### src/rtl/ht_data_table_search_pkg.sv
// Shared hash-table types: command/result codes, data-table entry layout,
// search task/result records and the chain-walk classification helper.
package ht_data_table_search_pkg;

  // Widest configuration the shared records carry; narrower instances zero-extend.
  localparam int HT_KEY_WIDTH   = 32;
  localparam int HT_VALUE_WIDTH = 16;
  localparam int HT_ADDR_WIDTH  = 10;
  localparam int HT_ID_WIDTH    = 4;

  typedef enum logic [1:0] {
    CMD_SEARCH = 2'd0,
    CMD_INSERT = 2'd1,
    CMD_DELETE = 2'd2
  } ht_cmd_t;

  typedef enum logic [31:0] {
    HT_RES_NONE      = 32'd0,
    SEARCH_FOUND     = 32'd1,
    SEARCH_NOT_FOUND = 32'd2,
    INSERT_SUCCESS   = 32'd3,
    INSERT_FAIL      = 32'd4,
    DELETE_SUCCESS   = 32'd5,
    DELETE_NOT_FOUND = 32'd6
  } ht_res_t;

  typedef enum logic [1:0] {
    READ_NO_HEAD               = 2'd0,
    KEY_MATCH                  = 2'd1,
    KEY_NO_MATCH_HAVE_NEXT_PTR = 2'd2,
    GOT_TAIL                   = 2'd3
  } ht_data_table_state_t;

  typedef struct packed {
    logic [HT_KEY_WIDTH-1:0]   key;
    logic [HT_VALUE_WIDTH-1:0] value;
    logic [HT_ADDR_WIDTH-1:0]  next_ptr;
    logic                      next_ptr_val;
  } ht_data_entry_t;

  typedef struct packed {
    logic [HT_KEY_WIDTH-1:0]  key;
    logic [HT_ADDR_WIDTH-1:0] head_ptr;
    logic                     head_ptr_val;
    logic [HT_ID_WIDTH-1:0]   id;
  } ht_search_task_t;

  typedef struct packed {
    ht_res_t                   rescode;
    logic [HT_KEY_WIDTH-1:0]   key;
    logic [HT_VALUE_WIDTH-1:0] value;
    logic [HT_ID_WIDTH-1:0]    id;
    logic [HT_ADDR_WIDTH:0]    hops;
  } ht_search_res_t;

  function automatic ht_data_table_state_t classify(
    input ht_data_entry_t          entry,
    input logic [HT_KEY_WIDTH-1:0] key,
    input logic                    head_val
  );
    ht_data_table_state_t st;
    if (!head_val) begin
      st = READ_NO_HEAD;
    end else if (entry.key == key) begin
      st = KEY_MATCH;
    end else if (entry.next_ptr_val) begin
      st = KEY_NO_MATCH_HAVE_NEXT_PTR;
    end else begin
      st = GOT_TAIL;
    end
    return st;
  endfunction

endpackage

### src/rtl/ht_data_table_search_if.sv
// Task, data-table read port and result channels of the chain-walk stage.
interface ht_data_table_search_if #(
  parameter int KEY_WIDTH        = 32,
  parameter int VALUE_WIDTH      = 16,
  parameter int TABLE_ADDR_WIDTH = 10,
  parameter int ID_WIDTH         = 4
) ();
  logic                        task_valid_i;
  logic                        task_ready_o;
  logic [KEY_WIDTH-1:0]        task_key_i;
  logic [TABLE_ADDR_WIDTH-1:0] task_head_ptr_i;
  logic                        task_head_ptr_val_i;
  logic [ID_WIDTH-1:0]         task_id_i;
  logic                        rd_en_o;
  logic [TABLE_ADDR_WIDTH-1:0] rd_addr_o;
  logic [KEY_WIDTH-1:0]        rd_key_i;
  logic [VALUE_WIDTH-1:0]      rd_value_i;
  logic [TABLE_ADDR_WIDTH-1:0] rd_next_ptr_i;
  logic                        rd_next_ptr_val_i;
  logic                        res_valid_o;
  logic                        res_ready_i;
  logic [31:0]                 res_rescode_o;
  logic [KEY_WIDTH-1:0]        res_key_o;
  logic [VALUE_WIDTH-1:0]      res_value_o;
  logic [ID_WIDTH-1:0]         res_id_o;
  logic [TABLE_ADDR_WIDTH:0]   res_hops_o;
  logic                        loop_err_o;

  modport master (
    output task_valid_i, task_key_i, task_head_ptr_i, task_head_ptr_val_i, task_id_i,
    output rd_key_i, rd_value_i, rd_next_ptr_i, rd_next_ptr_val_i, res_ready_i,
    input  task_ready_o, rd_en_o, rd_addr_o, res_valid_o, res_rescode_o,
    input  res_key_o, res_value_o, res_id_o, res_hops_o, loop_err_o
  );

  modport slave (
    input  task_valid_i, task_key_i, task_head_ptr_i, task_head_ptr_val_i, task_id_i,
    input  rd_key_i, rd_value_i, rd_next_ptr_i, rd_next_ptr_val_i, res_ready_i,
    output task_ready_o, rd_en_o, rd_addr_o, res_valid_o, res_rescode_o,
    output res_key_o, res_value_o, res_id_o, res_hops_o, loop_err_o
  );
endinterface

### src/rtl/ht_data_table_search.sv
// Chain-walk stage: follows a bucket's linked list in the data table until the
// key matches, the tail is reached, or the walk exceeds the table size.
module ht_data_table_search
  import ht_data_table_search_pkg::*;
#(
  parameter int KEY_WIDTH        = 32,
  parameter int VALUE_WIDTH      = 16,
  parameter int TABLE_ADDR_WIDTH = 10,
  parameter int ID_WIDTH         = 4,
  parameter int RD_LATENCY       = 1
) (
  input  logic                  clk_i,
  input  logic                  rst_i,
  ht_data_table_search_if.slave bus
);

  typedef enum logic [1:0] {ST_IDLE, ST_RD, ST_WAIT, ST_OUT} state_t;

  localparam logic [1:0]                LAT_LAST = 2'(RD_LATENCY - 1);
  localparam logic [TABLE_ADDR_WIDTH:0] HOP_ONE  = (TABLE_ADDR_WIDTH + 1)'(1);
  localparam logic [TABLE_ADDR_WIDTH:0] HOPS_MAX = HOP_ONE << TABLE_ADDR_WIDTH;

  state_t                      r_state, w_next_state;
  logic                        r_rd_en, r_task_ready, r_res_valid, r_loop_err;
  logic [TABLE_ADDR_WIDTH-1:0] r_rd_addr, w_issue_addr;
  logic [1:0]                  r_lat_cnt;
  logic [TABLE_ADDR_WIDTH:0]   r_hops;
  logic [HT_KEY_WIDTH-1:0]     r_key;
  logic [HT_ID_WIDTH-1:0]      r_id;
  ht_search_res_t              r_res;

  ht_search_task_t             w_task;
  ht_data_entry_t              w_entry;
  ht_data_table_state_t        w_head_cls, w_walk_cls;
  ht_res_t                     w_code;
  logic [HT_VALUE_WIDTH-1:0]   w_value;
  logic                        w_accept, w_issue, w_finish, w_loop;

  assign w_accept = bus.task_valid_i & r_task_ready;

  always_comb begin
    w_task              = '0;
    w_task.key          = HT_KEY_WIDTH'(bus.task_key_i);
    w_task.head_ptr     = HT_ADDR_WIDTH'(bus.task_head_ptr_i);
    w_task.head_ptr_val = bus.task_head_ptr_val_i;
    w_task.id           = HT_ID_WIDTH'(bus.task_id_i);
    w_entry              = '0;
    w_entry.key          = HT_KEY_WIDTH'(bus.rd_key_i);
    w_entry.value        = HT_VALUE_WIDTH'(bus.rd_value_i);
    w_entry.next_ptr     = HT_ADDR_WIDTH'(bus.rd_next_ptr_i);
    w_entry.next_ptr_val = bus.rd_next_ptr_val_i;
  end

  always_comb begin
    w_next_state = r_state;
    w_issue      = 1'b0;
    w_issue_addr = r_rd_addr;
    w_finish     = 1'b0;
    w_loop       = 1'b0;
    w_code       = SEARCH_NOT_FOUND;
    w_value      = '0;
    w_head_cls   = classify(w_entry, w_task.key, w_task.head_ptr_val);
    w_walk_cls   = classify(w_entry, r_key, 1'b1);
    case (r_state)
      ST_IDLE: begin
        if (!w_accept) begin
          w_next_state = ST_IDLE;
        end else if (w_head_cls == READ_NO_HEAD) begin
          w_finish     = 1'b1;
          w_next_state = ST_OUT;
        end else begin
          w_issue      = 1'b1;
          w_issue_addr = w_task.head_ptr[TABLE_ADDR_WIDTH-1:0];
          w_next_state = ST_RD;
        end
      end
      ST_RD: w_next_state = ST_WAIT;
      ST_WAIT: begin
        if (r_lat_cnt != LAT_LAST) begin
          w_next_state = ST_WAIT;
        end else begin
          case (w_walk_cls)
            KEY_MATCH: begin
              w_finish     = 1'b1;
              w_code       = SEARCH_FOUND;
              w_value      = w_entry.value;
              w_next_state = ST_OUT;
            end
            KEY_NO_MATCH_HAVE_NEXT_PTR: begin
              // Every address has been visited once already: the chain must loop.
              if (r_hops == HOPS_MAX) begin
                w_finish     = 1'b1;
                w_loop       = 1'b1;
                w_next_state = ST_OUT;
              end else begin
                w_issue      = 1'b1;
                w_issue_addr = w_entry.next_ptr[TABLE_ADDR_WIDTH-1:0];
                w_next_state = ST_RD;
              end
            end
            default: begin
              w_finish     = 1'b1;
              w_next_state = ST_OUT;
            end
          endcase
        end
      end
      ST_OUT: begin
        if (bus.res_ready_i) begin
          w_next_state = ST_IDLE;
        end else begin
          w_next_state = ST_OUT;
        end
      end
      default: w_next_state = ST_IDLE;
    endcase
  end

  always_ff @(posedge clk_i or negedge rst_i) begin
    if (!rst_i) begin
      r_state <= ST_IDLE;
    end else begin
      r_state <= w_next_state;
    end
  end

  always_ff @(posedge clk_i or negedge rst_i) begin
    if (!rst_i) begin
      r_rd_en       <= 1'b0;
      r_rd_addr     <= '0;
      r_task_ready  <= 1'b0;
      r_loop_err    <= 1'b0;
      r_lat_cnt     <= 2'd0;
      r_hops        <= '0;
      r_key         <= '0;
      r_id          <= '0;
      r_res_valid   <= 1'b0;
      r_res.rescode <= HT_RES_NONE;
      r_res.key     <= '0;
      r_res.value   <= '0;
      r_res.id      <= '0;
      r_res.hops    <= '0;
    end else begin
      r_rd_en      <= w_issue;
      r_loop_err   <= w_loop;
      r_task_ready <= (w_next_state == ST_IDLE);
      if (w_issue) begin
        r_rd_addr <= w_issue_addr;
        r_hops    <= (r_state == ST_IDLE) ? HOP_ONE : r_hops + HOP_ONE;
      end
      if (r_state == ST_RD) begin
        r_lat_cnt <= 2'd0;
      end else if (r_state == ST_WAIT) begin
        r_lat_cnt <= r_lat_cnt + 2'd1;
      end
      if (w_accept) begin
        r_key <= w_task.key;
        r_id  <= w_task.id;
      end
      // A missing head resolves in the accept cycle, before key/id are registered.
      if (w_finish) begin
        r_res_valid   <= 1'b1;
        r_res.rescode <= w_code;
        r_res.value   <= w_value;
        r_res.key     <= (r_state == ST_IDLE) ? w_task.key : r_key;
        r_res.id      <= (r_state == ST_IDLE) ? w_task.id : r_id;
        r_res.hops    <= (r_state == ST_IDLE) ? '0 : (HT_ADDR_WIDTH + 1)'(r_hops);
      end else if ((r_state == ST_OUT) && bus.res_ready_i) begin
        r_res_valid <= 1'b0;
      end
    end
  end

  assign bus.task_ready_o  = r_task_ready;
  assign bus.rd_en_o       = r_rd_en;
  assign bus.rd_addr_o     = r_rd_addr;
  assign bus.res_valid_o   = r_res_valid;
  assign bus.res_rescode_o = r_res.rescode;
  assign bus.res_key_o     = r_res.key[KEY_WIDTH-1:0];
  assign bus.res_value_o   = r_res.value[VALUE_WIDTH-1:0];
  assign bus.res_id_o      = r_res.id[ID_WIDTH-1:0];
  assign bus.res_hops_o    = r_res.hops[TABLE_ADDR_WIDTH:0];
  assign bus.loop_err_o    = r_loop_err;

endmodule
### src/flat_wrapper.sv
// flat-port wrapper written by rule: the top's interface ports become plain ports
module ht_data_table_search_flat import ht_data_table_search_pkg::*;
#(
  parameter int KEY_WIDTH        = 32,
  parameter int VALUE_WIDTH      = 16,
  parameter int TABLE_ADDR_WIDTH = 10,
  parameter int ID_WIDTH         = 4,
  parameter int RD_LATENCY       = 1
)
  (clk_i, rst_i, bus_task_valid_i, bus_task_key_i, bus_task_head_ptr_i, bus_task_head_ptr_val_i, bus_task_id_i, bus_rd_key_i, bus_rd_value_i, bus_rd_next_ptr_i, bus_rd_next_ptr_val_i, bus_res_ready_i, bus_task_ready_o, bus_rd_en_o, bus_rd_addr_o, bus_res_valid_o, bus_res_rescode_o, bus_res_key_o, bus_res_value_o, bus_res_id_o, bus_res_hops_o, bus_loop_err_o);
  ht_data_table_search_if #(.KEY_WIDTH(KEY_WIDTH), .VALUE_WIDTH(VALUE_WIDTH), .TABLE_ADDR_WIDTH(TABLE_ADDR_WIDTH), .ID_WIDTH(ID_WIDTH)) bus_i ();
  input  logic clk_i;
  input  logic rst_i;
  input wire logic [$bits(bus_i.task_valid_i)-1:0] bus_task_valid_i;
  input wire logic [$bits(bus_i.task_key_i)-1:0] bus_task_key_i;
  input wire logic [$bits(bus_i.task_head_ptr_i)-1:0] bus_task_head_ptr_i;
  input wire logic [$bits(bus_i.task_head_ptr_val_i)-1:0] bus_task_head_ptr_val_i;
  input wire logic [$bits(bus_i.task_id_i)-1:0] bus_task_id_i;
  input wire logic [$bits(bus_i.rd_key_i)-1:0] bus_rd_key_i;
  input wire logic [$bits(bus_i.rd_value_i)-1:0] bus_rd_value_i;
  input wire logic [$bits(bus_i.rd_next_ptr_i)-1:0] bus_rd_next_ptr_i;
  input wire logic [$bits(bus_i.rd_next_ptr_val_i)-1:0] bus_rd_next_ptr_val_i;
  input wire logic [$bits(bus_i.res_ready_i)-1:0] bus_res_ready_i;
  output wire logic [$bits(bus_i.task_ready_o)-1:0] bus_task_ready_o;
  output wire logic [$bits(bus_i.rd_en_o)-1:0] bus_rd_en_o;
  output wire logic [$bits(bus_i.rd_addr_o)-1:0] bus_rd_addr_o;
  output wire logic [$bits(bus_i.res_valid_o)-1:0] bus_res_valid_o;
  output wire logic [$bits(bus_i.res_rescode_o)-1:0] bus_res_rescode_o;
  output wire logic [$bits(bus_i.res_key_o)-1:0] bus_res_key_o;
  output wire logic [$bits(bus_i.res_value_o)-1:0] bus_res_value_o;
  output wire logic [$bits(bus_i.res_id_o)-1:0] bus_res_id_o;
  output wire logic [$bits(bus_i.res_hops_o)-1:0] bus_res_hops_o;
  output wire logic [$bits(bus_i.loop_err_o)-1:0] bus_loop_err_o;
  assign bus_i.task_valid_i = bus_task_valid_i;
  assign bus_i.task_key_i = bus_task_key_i;
  assign bus_i.task_head_ptr_i = bus_task_head_ptr_i;
  assign bus_i.task_head_ptr_val_i = bus_task_head_ptr_val_i;
  assign bus_i.task_id_i = bus_task_id_i;
  assign bus_i.rd_key_i = bus_rd_key_i;
  assign bus_i.rd_value_i = bus_rd_value_i;
  assign bus_i.rd_next_ptr_i = bus_rd_next_ptr_i;
  assign bus_i.rd_next_ptr_val_i = bus_rd_next_ptr_val_i;
  assign bus_i.res_ready_i = bus_res_ready_i;
  assign bus_task_ready_o = bus_i.task_ready_o;
  assign bus_rd_en_o = bus_i.rd_en_o;
  assign bus_rd_addr_o = bus_i.rd_addr_o;
  assign bus_res_valid_o = bus_i.res_valid_o;
  assign bus_res_rescode_o = bus_i.res_rescode_o;
  assign bus_res_key_o = bus_i.res_key_o;
  assign bus_res_value_o = bus_i.res_value_o;
  assign bus_res_id_o = bus_i.res_id_o;
  assign bus_res_hops_o = bus_i.res_hops_o;
  assign bus_loop_err_o = bus_i.loop_err_o;
  ht_data_table_search #(.KEY_WIDTH(KEY_WIDTH), .VALUE_WIDTH(VALUE_WIDTH), .TABLE_ADDR_WIDTH(TABLE_ADDR_WIDTH), .ID_WIDTH(ID_WIDTH), .RD_LATENCY(RD_LATENCY)) u_core (.clk_i(clk_i), .rst_i(rst_i), .bus(bus_i));
endmodule
### config.mk
export PLATFORM = sky130hd
export DESIGN_NAME = ht_data_table_search_flat
export DESIGN_NICKNAME = d
export VERILOG_FILES = /design/src/rtl/ht_data_table_search_pkg.sv /design/src/rtl/ht_data_table_search_if.sv /design/src/rtl/ht_data_table_search.sv /design/src/flat_wrapper.sv
export SDC_FILE = /design/constraint.sdc
export NUM_CORES = 1
export LEC_CHECK = 0
export CAP_MARGIN = 25
export CORE_ASPECT_RATIO = 1.75
export CORE_UTILIZATION = 27
export DETAILED_ROUTE_END_ITERATION = 16
export SLEW_MARGIN = 0
export SYNTH_ARGS = -nofsm -noshare
export SYNTH_HDL_FRONTEND = slang
export SYNTH_SLANG_ARGS = --single-unit
### constraint.sdc
create_clock -name clk_i -period 3.4 [get_ports clk_i]
set_input_delay 0.51 -clock clk_i [delete_from_list [all_inputs] [get_ports clk_i]]
set_output_delay 0.51 -clock clk_i [all_outputs]
set_load 0.005 [all_outputs]
==> results of run 1 <==
==> power groups by stage <==
stage	Clock (mW)	Sequential, mW	Combinational, mW
finish	2.02	2.60	2.92
floorplan	0	2.52	1.74
CTS	2.08	2.60	3.01
global route	2.13	2.68	3.24
detailed placement	0	2.62	3.00
global placement	0	2.61	2.95
==> cells by family (layout without fill, tap and decap cells) <==
family          count (synthesis)  count (layout)  synth area share, %
xor+xnor                       32              32                 4.20
other cells                     1              30               0.0562
flops                         130             130                 48.8
mux                            92              92                 14.5
simple gates                  167             167                 13.1
fa+ha+maj                       7               7                 1.31
compound gates                119             119                 11.1
buf+inv                        84             247                 6.99
==> metrics by stage <==
stage | hold WS (ps) | instance area (um2)
2_1_floorplan | 214 | 6780
3_3_place_gp | 459 | 8820
3_5_place_dp | 469 | 8820
4_1_cts | 87.6 | 9470
5_1_grt | 106 | 9470
6_report | 64.8 | 9470
==> cells in the final DEF (no fill, tap or decap), drive strengths merged, types with 3 or more instances in the layout <==
| cell | count |
|---|---|
| bufinv | 5 |
| conb | 30 |
| a22o | 16 |
| clkbuf | 21 |
| nand2 | 24 |
| clkdlybuf4s50 | 187 |
| o21ai | 48 |
| and2 | 4 |
| a21o | 3 |
| nand3b | 3 |
| clkinv | 3 |
| o211ai | 12 |
| or2 | 3 |
| nand2b | 8 |
| mux2i | 56 |
| nor4 | 13 |
| buf | 18 |
| nor3 | 4 |
| nand3 | 56 |
| o2bb2ai | 5 |
| or3 | 10 |
| xor2 | 32 |
| nor2 | 20 |
| ha | 7 |
| nor2b | 15 |
| o22ai | 10 |
| a21oi | 21 |
| mux2 | 36 |
| dfrtp | 130 |
| inv | 11 |
==> registers in the layout, indices dropped and copies added, names as in the netlist, 4 cells and up <==
register / flops
u_core.r_key: 32
u_core.bus.res_value_o: 16
u_core.bus.res_key_o: 32
u_core.bus.res_hops_o: 11
u_core.bus.res_id_o: 4
u_core.r_id: 4
u_core.bus.rd_addr_o: 10
u_core.r_hops: 11
==> worst max-delay path, cell delays in order <==
cell	delay (ps)
clkdlybuf4s50_1	430
xor2_1	230
nor4_1	400
nand4_1	200
nor2_2	200
o21ai_4	80
and2_2	360
buf_12	240
o21ai_0	190
==> worst max path at each step <==
stage	startpoint	endpoint	slack [ps]	cells after the start
global route	u_core.r_state[0]	u_core.bus.rd_addr_o[1]	690	9
CTS	bus_rd_key_i[30]	u_core.bus.res_key_o[21]	770	9
floorplan	u_core.r_state[0]	u_core.r_hops[9]	1280	9
global placement	bus_rd_key_i[30]	u_core.bus.res_key_o[6]	370	9
finish	bus_rd_key_i[30]	u_core.bus.res_key_o[21]	870	9
detailed placement	bus_rd_key_i[30]	u_core.bus.res_key_o[19]	320	9
==> cells in the mapped netlist (3+ instances only) <==
cell	instances	area share [%]
o21ai_0	47	3.5
xor2_1	32	4.2
or3_1	10	0.94
ha_1	7	1.3
nand2b_1	8	0.75
nand3b_1	3	0.34
mux2_2	36	6.1
buf_4	31	3.5
a21o_1	3	0.34
nor2b_1	15	1.4
and2_1	4	0.37
a21oi_1	21	1.6
buf_1	13	0.73
o211ai_1	12	1.4
mux2i_1	56	8.4
or2_2	3	0.28
nand2_1	24	1.4
nor2_1	18	1.0
buf_6	3	0.51
nor3_1	4	0.30
o2bb2ai_1	5	0.66
o22ai_1	10	0.94
dfrtp_1	130	49
clkbuf_1	16	0.90
inv_1	11	0.62
nor4_1	13	1.2
a22o_1	16	2.1
nand3_1	56	4.2
buf_2	10	0.75
==> cell type report <==
cell class | instances | area (um2)
flip-flops and latches | 130 | 3250
repair buffers | 205 | 2050
clock inverters | 10 | 180
clock buffers | 21 | 470
inverters | 11 | 41.3
fillers | 2375 | 14600
well taps | 308 | 385
multi-input cells | 447 | 3090
==> metal layers <==
metal	GRT usage, %	vias up	wire, um
met3	3.76	25	874
met2	30.6	160	11300
li1	-	2549	-
met4	6.77	0	495
met5	0	-	0
met1	16.6	2588	7180
==> results.sh, run 1 <==
export IMPL_ys_ff_latch=130
export IMPL_postCtsHoldBufs=0
export IMPL_switching_share_pct=33.5
export IMPL_grt_pass1_wl_um=30800
export IMPL_post_synth_cell_area_avg_um2=10.6
export IMPL_rsz0062_at_grt="no"
export IMPL_utilization_pct=39.3
export IMPL_worstPathArrival_ps=2860
export IMPL_ys_warn_count=0
export IMPL_place_hpwl_um=14300
export IMPL_startpoint_type="primary input"
export IMPL_power_static_leakage_nw=4.02
export IMPL_drv_slew=0
export IMPL_start_util_pct=27.7
export IMPL_wl_per_cell_um=17.5
export IMPL_p_comb_share_pct=38.8
export IMPL_maxCapViolCount=0
export IMPL_synthFlopType="dfrtp_1"
export IMPL_clock_latency_ps=420
export IMPL_ctsResizeCount=0
export IMPL_place_congestion=0.773
export IMPL_grt_max_degree=64
export IMPL_cts_buffer_depth=2
export IMPL_fin_nets=929
export IMPL_setup_violations=0
export IMPL_synthesis_area_um2=6670
export IMPL_cell_internal_pwr_mw=5.02
export IMPL_switchingPower_mw=2.52
export IMPL_portBuffers=188
export IMPL_route_antenna_remaining_nets=0
export IMPL_r2r_cells=9
export IMPL_synth_async_reset_ratio_pct=100
export IMPL_ios=219
export IMPL_h_tree_depth=4
export IMPL_coreArea_um2=24100
export IMPL_path_clk_slew_ps=60
export IMPL_syn2layout_area_growth_pct=41.9
export IMPL_numCtsBuffers=17
export IMPL_clock_skew_final_ps=10.4
export IMPL_rows=75
export IMPL_crit_path_end_kind="flop"
export IMPL_dp_cells=1101
export IMPL_finalCritPeriodShare_pct=74.5
export IMPL_grt_total_usage_pct=16.2
export IMPL_syn_inst=632
export IMPL_drive_above_1_share_pct=11.3
export IMPL_vias=5322
export IMPL_worstPathRequired_ps=3730
export IMPL_synth_edff_count=0
export IMPL_viasPerCell=4.70
export IMPL_finalNonFillerCells=1132
export IMPL_rrSetupSlack_ps=900
export IMPL_root_buffer="clkbuf_16"
export IMPL_firstDrtPassIters=4
export IMPL_power_density_nw_per_um2=797
export IMPL_seq_area_frac_synth_pct=48.8
export IMPL_slew_limit_headroom_pct=39.6
export IMPL_power_total_mw=7.54
export IMPL_seq_power_share_pct=34.4
export IMPL_outcome="finished clean"
export IMPL_max_freq_mhz=395
export IMPL_drt_iter0_markers=177
export IMPL_drcViolationCount=0
export IMPL_ir_worst_vdd_uv=425
export IMPL_finalSetupTns_ps=0
export IMPL_grt_pass1_vias=5519
export IMPL_worstHoldPathType="in2async"
export IMPL_design_die_area_um2=25400
export IMPL_r2r_start="u_core.r_state[0]"
export IMPL_overflow=0
export IMPL_synth_cell_types=38
export IMPL_place_ws_ps=315
export IMPL_die_w_um=121
export IMPL_clkPwrFrac_pct=26.8
export IMPL_path_max_fanout=34
export IMPL_finalHoldViolCount=0
export IMPL_diodes=0
export IMPL_worstMarginPinSlew_ps=902
export IMPL_cts_tree="yes"
export IMPL_wl_um=19800
export IMPL_critPathKind="in2reg"
export IMPL_antenna_found_initial=0
export IMPL_r2r_end="u_core.bus.rd_addr_o[1]"
export IMPL_finalWorstSetupSlack_ps=866
export IMPL_clock_sinks=130
export IMPL_post_cts_buffers=0
export IMPL_fin_crit_ps=2530
export IMPL_die_h_um=210
(Power assumes the default switching activity.)
==> run 2, diff against run 1 <==
==> constraint.sdc (replaced) <==
create_clock -name clk_i -period 2.05 [get_ports clk_i]
set_input_delay 0.3075 -clock clk_i [delete_from_list [all_inputs] [get_ports clk_i]]
set_output_delay 0.3075 -clock clk_i [all_outputs]
set_load 0.005 [all_outputs]
==> run 2 against run 1 <==
The flow now finishes with violations (negative setup slack). Critical endpoint is now u_core.bus.res_value_o[9]. Hold slack better by 340 ps. Clock-buffer cell count stayed put. Utilization up 4.2 points. Critical path depth stayed put. Sequential share of layout area fell by 3.3 points. Combinational power up 120%. Register-to-register slack lost 1000 ps. Wire length grew 7.6%. Sequential power rose by 61%. Die area unchanged. Non-clock buffer count is 68 higher.
==> results.sh, run 2 (same netlist as run 1, synthesis figures left out) <==
export IMPL_outcome="complete, but fails checks"
export IMPL_violations="negative setup slack"
export IMPL_crit_path_end_kind="flop"
export IMPL_grt_total_usage_pct=16.9
export IMPL_design_die_area_um2=25400
export IMPL_p_comb_share_pct=45.1
export IMPL_grt_pass1_vias=5827
export IMPL_diodes=0
export IMPL_final_common_cell="clkdlybuf4s50_1"
export IMPL_clock_skew_final_ps=14.7
export IMPL_drive_above_1_share_pct=23.1
export IMPL_switching_share_pct=33.9
export IMPL_die_h_um=210
export IMPL_grtUsageMet1_pct=17.1
export IMPL_h_tree_depth=4
export IMPL_ios=219
export IMPL_path_max_fanout=6
export IMPL_place_hpwl_um=14900
export IMPL_use_met2_pct=31.9
export IMPL_numCtsBuffers=17
export IMPL_maxCapViolCount=0
export IMPL_startpoint_type="flop"
export IMPL_finalCritPeriodShare_pct=106
export IMPL_r2r_start="u_core.r_key[17]"
export IMPL_timing_hold_ws_ps=406
export IMPL_rsz0062_at_grt="yes"
export IMPL_fin_crit_ps=2170
export IMPL_rrSetupSlack_ps=-120
export IMPL_overflow=0
export IMPL_r2r_end="u_core.bus.res_value_o[9]"
export IMPL_critPathKind="reg2reg"
export IMPL_grt_max_degree=56
export IMPL_setup_violations=64
export IMPL_grt_pass1_wl_um=32000
export IMPL_grtUsageMet3_pct=3.90
export IMPL_antenna_found_initial=0
export IMPL_cts_tree="yes"
export IMPL_place_ws_ps=-826
export IMPL_viasPerCell=4.72
export IMPL_place_congestion=0.753
export IMPL_max_freq_mhz=460
export IMPL_fillCellCount=2274
export IMPL_regArea_um2=3250
export IMPL_drt_iter0_markers=164
export IMPL_ir_worst_vdd_uv=771
export IMPL_start_util_pct=27.7
export IMPL_grt_busiest_layer="met2"
export IMPL_finalSetupTns_ps=-4080
export IMPL_worstMarginPinSlew_ps=568
export IMPL_clock_latency_ps=430
export IMPL_cell_internal_pwr_mw=9.26
export IMPL_rows=75
export IMPL_die_w_um=121
export IMPL_finalHoldViolCount=0
export IMPL_wl_per_cell_um=17.7
export IMPL_fin_nets=997
export IMPL_switchingPower_mw=4.75
export IMPL_drcViolationCount=0
export IMPL_worstPathRequired_ps=2360
export IMPL_syn2layout_area_growth_pct=57.0
export IMPL_path_clk_slew_ps=60
export IMPL_slew_limit_headroom_pct=62.2
export IMPL_coreArea_um2=24100
export IMPL_firstDrtPassIters=7
export IMPL_power_static_leakage_nw=4.48
export IMPL_seq_power_share_pct=29.9
export IMPL_layout_cells_most_common_list="clkdlybuf4s50_1, dfrtp_1, buf_4"
export IMPL_drv_slew=0
export IMPL_cts_buffer_depth=2
export IMPL_power_density_nw_per_um2=1340
export IMPL_worstPathArrival_ps=2490
export IMPL_vias=5674
export IMPL_worstHoldPathType="in2async"
export IMPL_multi_input_area_um2=3360
export IMPL_clock_sinks=130
export IMPL_portBuffers=188
export IMPL_clkPwrFrac_pct=25.0
export IMPL_route_antenna_remaining_nets=0
export IMPL_wl_um=21300
export IMPL_finalWorstSetupSlack_ps=-122
export IMPL_utilization_pct=43.4
export IMPL_r2r_cells=9
export IMPL_root_buffer="clkbuf_16"
==> run 2: changes by cell type in the layout (fill, tap and decap cells not counted), sizes merged <==
cell | previous run | this run
clkinv | 3 | 1
dlygate4sd3 | 0 | 1
inv | 11 | 12
clkinvlp | 2 | 4
buf | 18 | 83
clkbuf | 21 | 23
==> run 2: how the worst max path moves through the flow <==
stage,startpoint,end,slack (ps),cells after the start
final,u_core.r_key[17],u_core.bus.res_value_o[9],-120,9
after CTS,u_core.r_key[27],u_core.bus.res_value_o[0],-140,9
after global placement,bus_rd_key_i[31],u_core.bus.res_value_o[5],-830,10
after detailed placement,bus_rd_key_i[31],u_core.bus.res_value_o[7],-830,10
after global routing,u_core.r_key[1],u_core.bus.res_value_o[1],-220,9
after floorplan,u_core.r_state[0],u_core.r_hops[9],40,9
==> run 2: per-stage QoR <==
stage | instance area [um2] | power [mW] | instances
after global routing | 10500 | 14.9 | 1201
final | 10500 | 14.0 | 1201
after global placement | 9340 | 9.92 | 1158
after detailed placement | 9340 | 10.0 | 1158
after floorplan | 6790 | 7.08 | 661
after CTS | 10200 | 13.9 | 1195
==> run 2: what timing repair did <==
action / in CTS / in global routing
gates resized for setup: 55 / 42
setup endpoints to repair: 91 / 90
pin swaps: 16 / 22
hold buffers: 1 / 0
gates cloned: 3 / 2
hold endpoints to repair: 50 / 0
buffers inserted: 2 / 5
==> run 2: power by group through the flow <==
stage	Combinational [mW]	Sequential (mW)	Clock (mW)
6_report	6.31	4.19	3.50
4_1_cts	6.14	4.19	3.57
2_1_floorplan	2.89	4.18	0
5_1_grt	6.88	4.31	3.66
3_5_place_dp	5.81	4.21	0
3_3_place_gp	5.73	4.19	0
==> run 2: layer usage <==
metal / routed length (um) / part of all wire (%)
met4: 656 / 3.1
met2: 12000 / 56
met3: 1020 / 4.8
met1: 7610 / 36
met5: 0 / 0
==> run 2: worst max-delay path, cell delays in order, from the launching register on <==
cell	delay [ps]
dfrtp_1	390
xor2_1	160
nor4_1	270
buf_4	170
nand4_1	150
nor2_4	240
o21ai_4	80
and2_4	230
buf_16	150
a22o_1	230
==> run 2: area by class of cell <==
class                           instances  share of cell area (%)
Multi-Input combinational cell        447                    32.1
Sequential cell                       130                    31.0
Timing Repair Buffer                  273                    26.3
Clock buffer                           21                    4.59
Tap cell                              308                    3.68
Clock inverter                         11                    1.89
Inverter                               11                   0.394
==> run 3, diff against run 2 <==
--- a/config.mk
+++ b/config.mk
@@ -8,7 +8,9 @@
 export CAP_MARGIN = 25
 export CORE_ASPECT_RATIO = 1.75
 export CORE_UTILIZATION = 27
+export CTS_CLUSTER_DIAMETER = 30
 export DETAILED_ROUTE_END_ITERATION = 16
+export DONT_BUFFER_PORTS = 1
 export SLEW_MARGIN = 0
 export SYNTH_ARGS = -nofsm -noshare
 export SYNTH_HDL_FRONTEND = slang
==> run 3 against run 2 <==
First-iteration DRC count rose by 43%. Clock power is 12% lower. Clock-buffer cell count shrank 1. Clock skew decreased by 5.3 ps. Critical path type unchanged. Critical path depth increased by 3. Via count is 7.5% lower. Cell count is 12% lower. Global-route usage grew 1.0 points. Combinational power down 11%. Utilization decreased by 4.0 points. The run ends with negative hold slack, negative setup slack left. Wire length grew 7.6%. Sequential power is 6.2% higher.
==> results.sh, run 3 (same netlist as run 1, synthesis figures left out) <==
export IMPL_wl_um=22900
export IMPL_drv_slew=0
export IMPL_syn2layout_area_growth_pct=42.5
export IMPL_violations="negative hold slack, negative setup slack"
export IMPL_drt_iter0_markers=235
export IMPL_path_clk_slew_ps=60
export IMPL_ios=219
export IMPL_clkPwrFrac_pct=23.5
export IMPL_vias=5251
export IMPL_crit_path_start="u_core.r_key[29]"
export IMPL_clock_latency_ps=440
export IMPL_power_density_nw_per_um2=1380
export IMPL_seq_power_share_pct=33.9
export IMPL_layout_cells_most_common_list="dfrtp_1, mux2i_1, dlygate4sd3_1, buf_4, nand3_1"
export IMPL_setup_violations=88
export IMPL_grt_pass1_vias=5494
export IMPL_fin_crit_ps=2290
export IMPL_crit_path_end_kind="flop"
export IMPL_coreArea_um2=24100
export IMPL_dpl_instance_area_um2=7320
export IMPL_slew_limit_headroom_pct=67.5
export IMPL_place_congestion=0.785
export IMPL_antenna_found_initial=0
export IMPL_final_common_cell="dfrtp_1"
export IMPL_max_freq_mhz=437
export IMPL_cts_tree="yes"
export IMPL_h_tree_depth=4
export IMPL_ir_worst_vdd_uv=917
export IMPL_grt_total_usage_pct=17.9
export IMPL_diodes=0
export IMPL_grt_pass1_wl_um=33100
export IMPL_worstPathArrival_ps=2670
export IMPL_worstMarginPinSlew_ps=480
export IMPL_finalWorstSetupSlack_ps=-239
export IMPL_maxCapViolCount=0
export IMPL_p_comb_share_pct=42.6
export IMPL_route_antenna_remaining_nets=0
export IMPL_power_static_leakage_nw=4.10
export IMPL_clock_skew_final_ps=9.39
export IMPL_outcome="complete, but fails checks"
export IMPL_drcViolationCount=0
export IMPL_overflow=0
export IMPL_place_hpwl_um=13800
export IMPL_wl_per_cell_um=21.6
export IMPL_rsz0062_at_grt="yes"
export IMPL_postCtsHoldBufs=49
export IMPL_r2r_start="u_core.r_key[29]"
export IMPL_power_total_mw=13.1
export IMPL_place_ws_ps=-507
export IMPL_critPathKind="reg2reg"
export IMPL_fin_nets=858
export IMPL_numCtsBuffers=17
export IMPL_design_die_area_um2=25400
export IMPL_die_h_um=210
export IMPL_switching_share_pct=37.7
export IMPL_fin_area_um2=9510
export IMPL_timing_hold_ws_ps=-432
export IMPL_finalNonFillerCells=1062
export IMPL_firstDrtPassIters=4
export IMPL_dp_cells=956
export IMPL_clock_sinks=130
export IMPL_grt_max_degree=131
export IMPL_startpoint_type="flop"
export IMPL_finalCritPeriodShare_pct=112
export IMPL_rows=75
export IMPL_finalHoldViolCount=130
export IMPL_portBuffers=0
export IMPL_drive_above_1_share_pct=34.1
export IMPL_viasPerCell=4.94
export IMPL_path_max_fanout=5
export IMPL_worstHoldPathType="in2async"
export IMPL_cts_buffer_depth=2
export IMPL_die_w_um=121
export IMPL_start_util_pct=27.7
export IMPL_worstPathRequired_ps=2430
export IMPL_switchingPower_mw=4.95
export IMPL_root_buffer="clkbuf_16"
export IMPL_cell_internal_pwr_mw=8.17
## run 3: timing repair
| action | 4_1_cts | 5_1_grt |
|---|---|---|
| cloned | 8 | 7 |
| setup buffers | 6 | 7 |
| pin swaps | 14 | 32 |
| hold endpoints to repair | 179 | 130 |
| endpoints found under the setup margin | 91 | 91 |
| resized for setup | 90 | 103 |
## run 3: worst paths after layout
kind | slack (ps) | depth (start not counted) | endpoint
setup / recovery | -240 | 12 | u_core.r_hops[6]
hold / removal | -430 | 0 | u_core.bus.res_key_o[25]
setup reg to reg | -240 | 12 | u_core.r_hops[6]
hold reg to reg | 510 | 1 | u_core.r_id[3]
max in group asynchronous | 2230 | 0 | u_core.bus.res_key_o[11]
min in group clk_i | 30 | 1 | u_core.r_key[10]
## run 3: area by class of cell
cell class	count	area, um2
clock buffers	20	457
clock inverters	12	130
fillers	2283	14600
inverters	11	41.3
multi-input cells	447	3680
flip-flops and latches	130	3260
well taps	308	385
repair buffers	134	1560
## run 3: critical path: stages (launching register included)
cell     delay, ps
dfrtp_1        380
xor2_1         190
nor4_1          90
buf_4          150
nand4_1        140
nor2_4          70
buf_6          120
buf_6          120
buf_6          110
buf_6          110
or4_4          520
a21oi_2        130
a21o_1         100
## run 3: power by group through the flow
| stage | Clock (mW) | Combinational [mW] | Sequential (mW) |
|---|---|---|---|
| after global routing | 3.24 | 6.08 | 4.56 |
| after CTS | 3.16 | 4.93 | 4.39 |
| after detailed placement | 0 | 4.38 | 4.40 |
| final | 3.08 | 5.59 | 4.45 |
| after floorplan | 0 | 2.89 | 4.18 |
| after global placement | 0 | 4.30 | 4.38 |
## run 3: stage by stage
stage / setup TNS (ps) / utilization, %
floorplan: 0 / -
global placement: -35680 / 30.3
detailed placement: -38000 / 30.3
CTS: -6610 / 36.7
global route: -18600 / 39.4
finish: -12300 / 39.4
## run 3: routing by layer
layer | track usage, % | vias to the layer above | routed length [um]
li1 | - | 2419 | -
met3 | 4.79 | 36 | 1180
met1 | 18.4 | 2633 | 7980
met2 | 32.4 | 163 | 13000
met5 | 0 | - | 0
met4 | 9.79 | 0 | 716
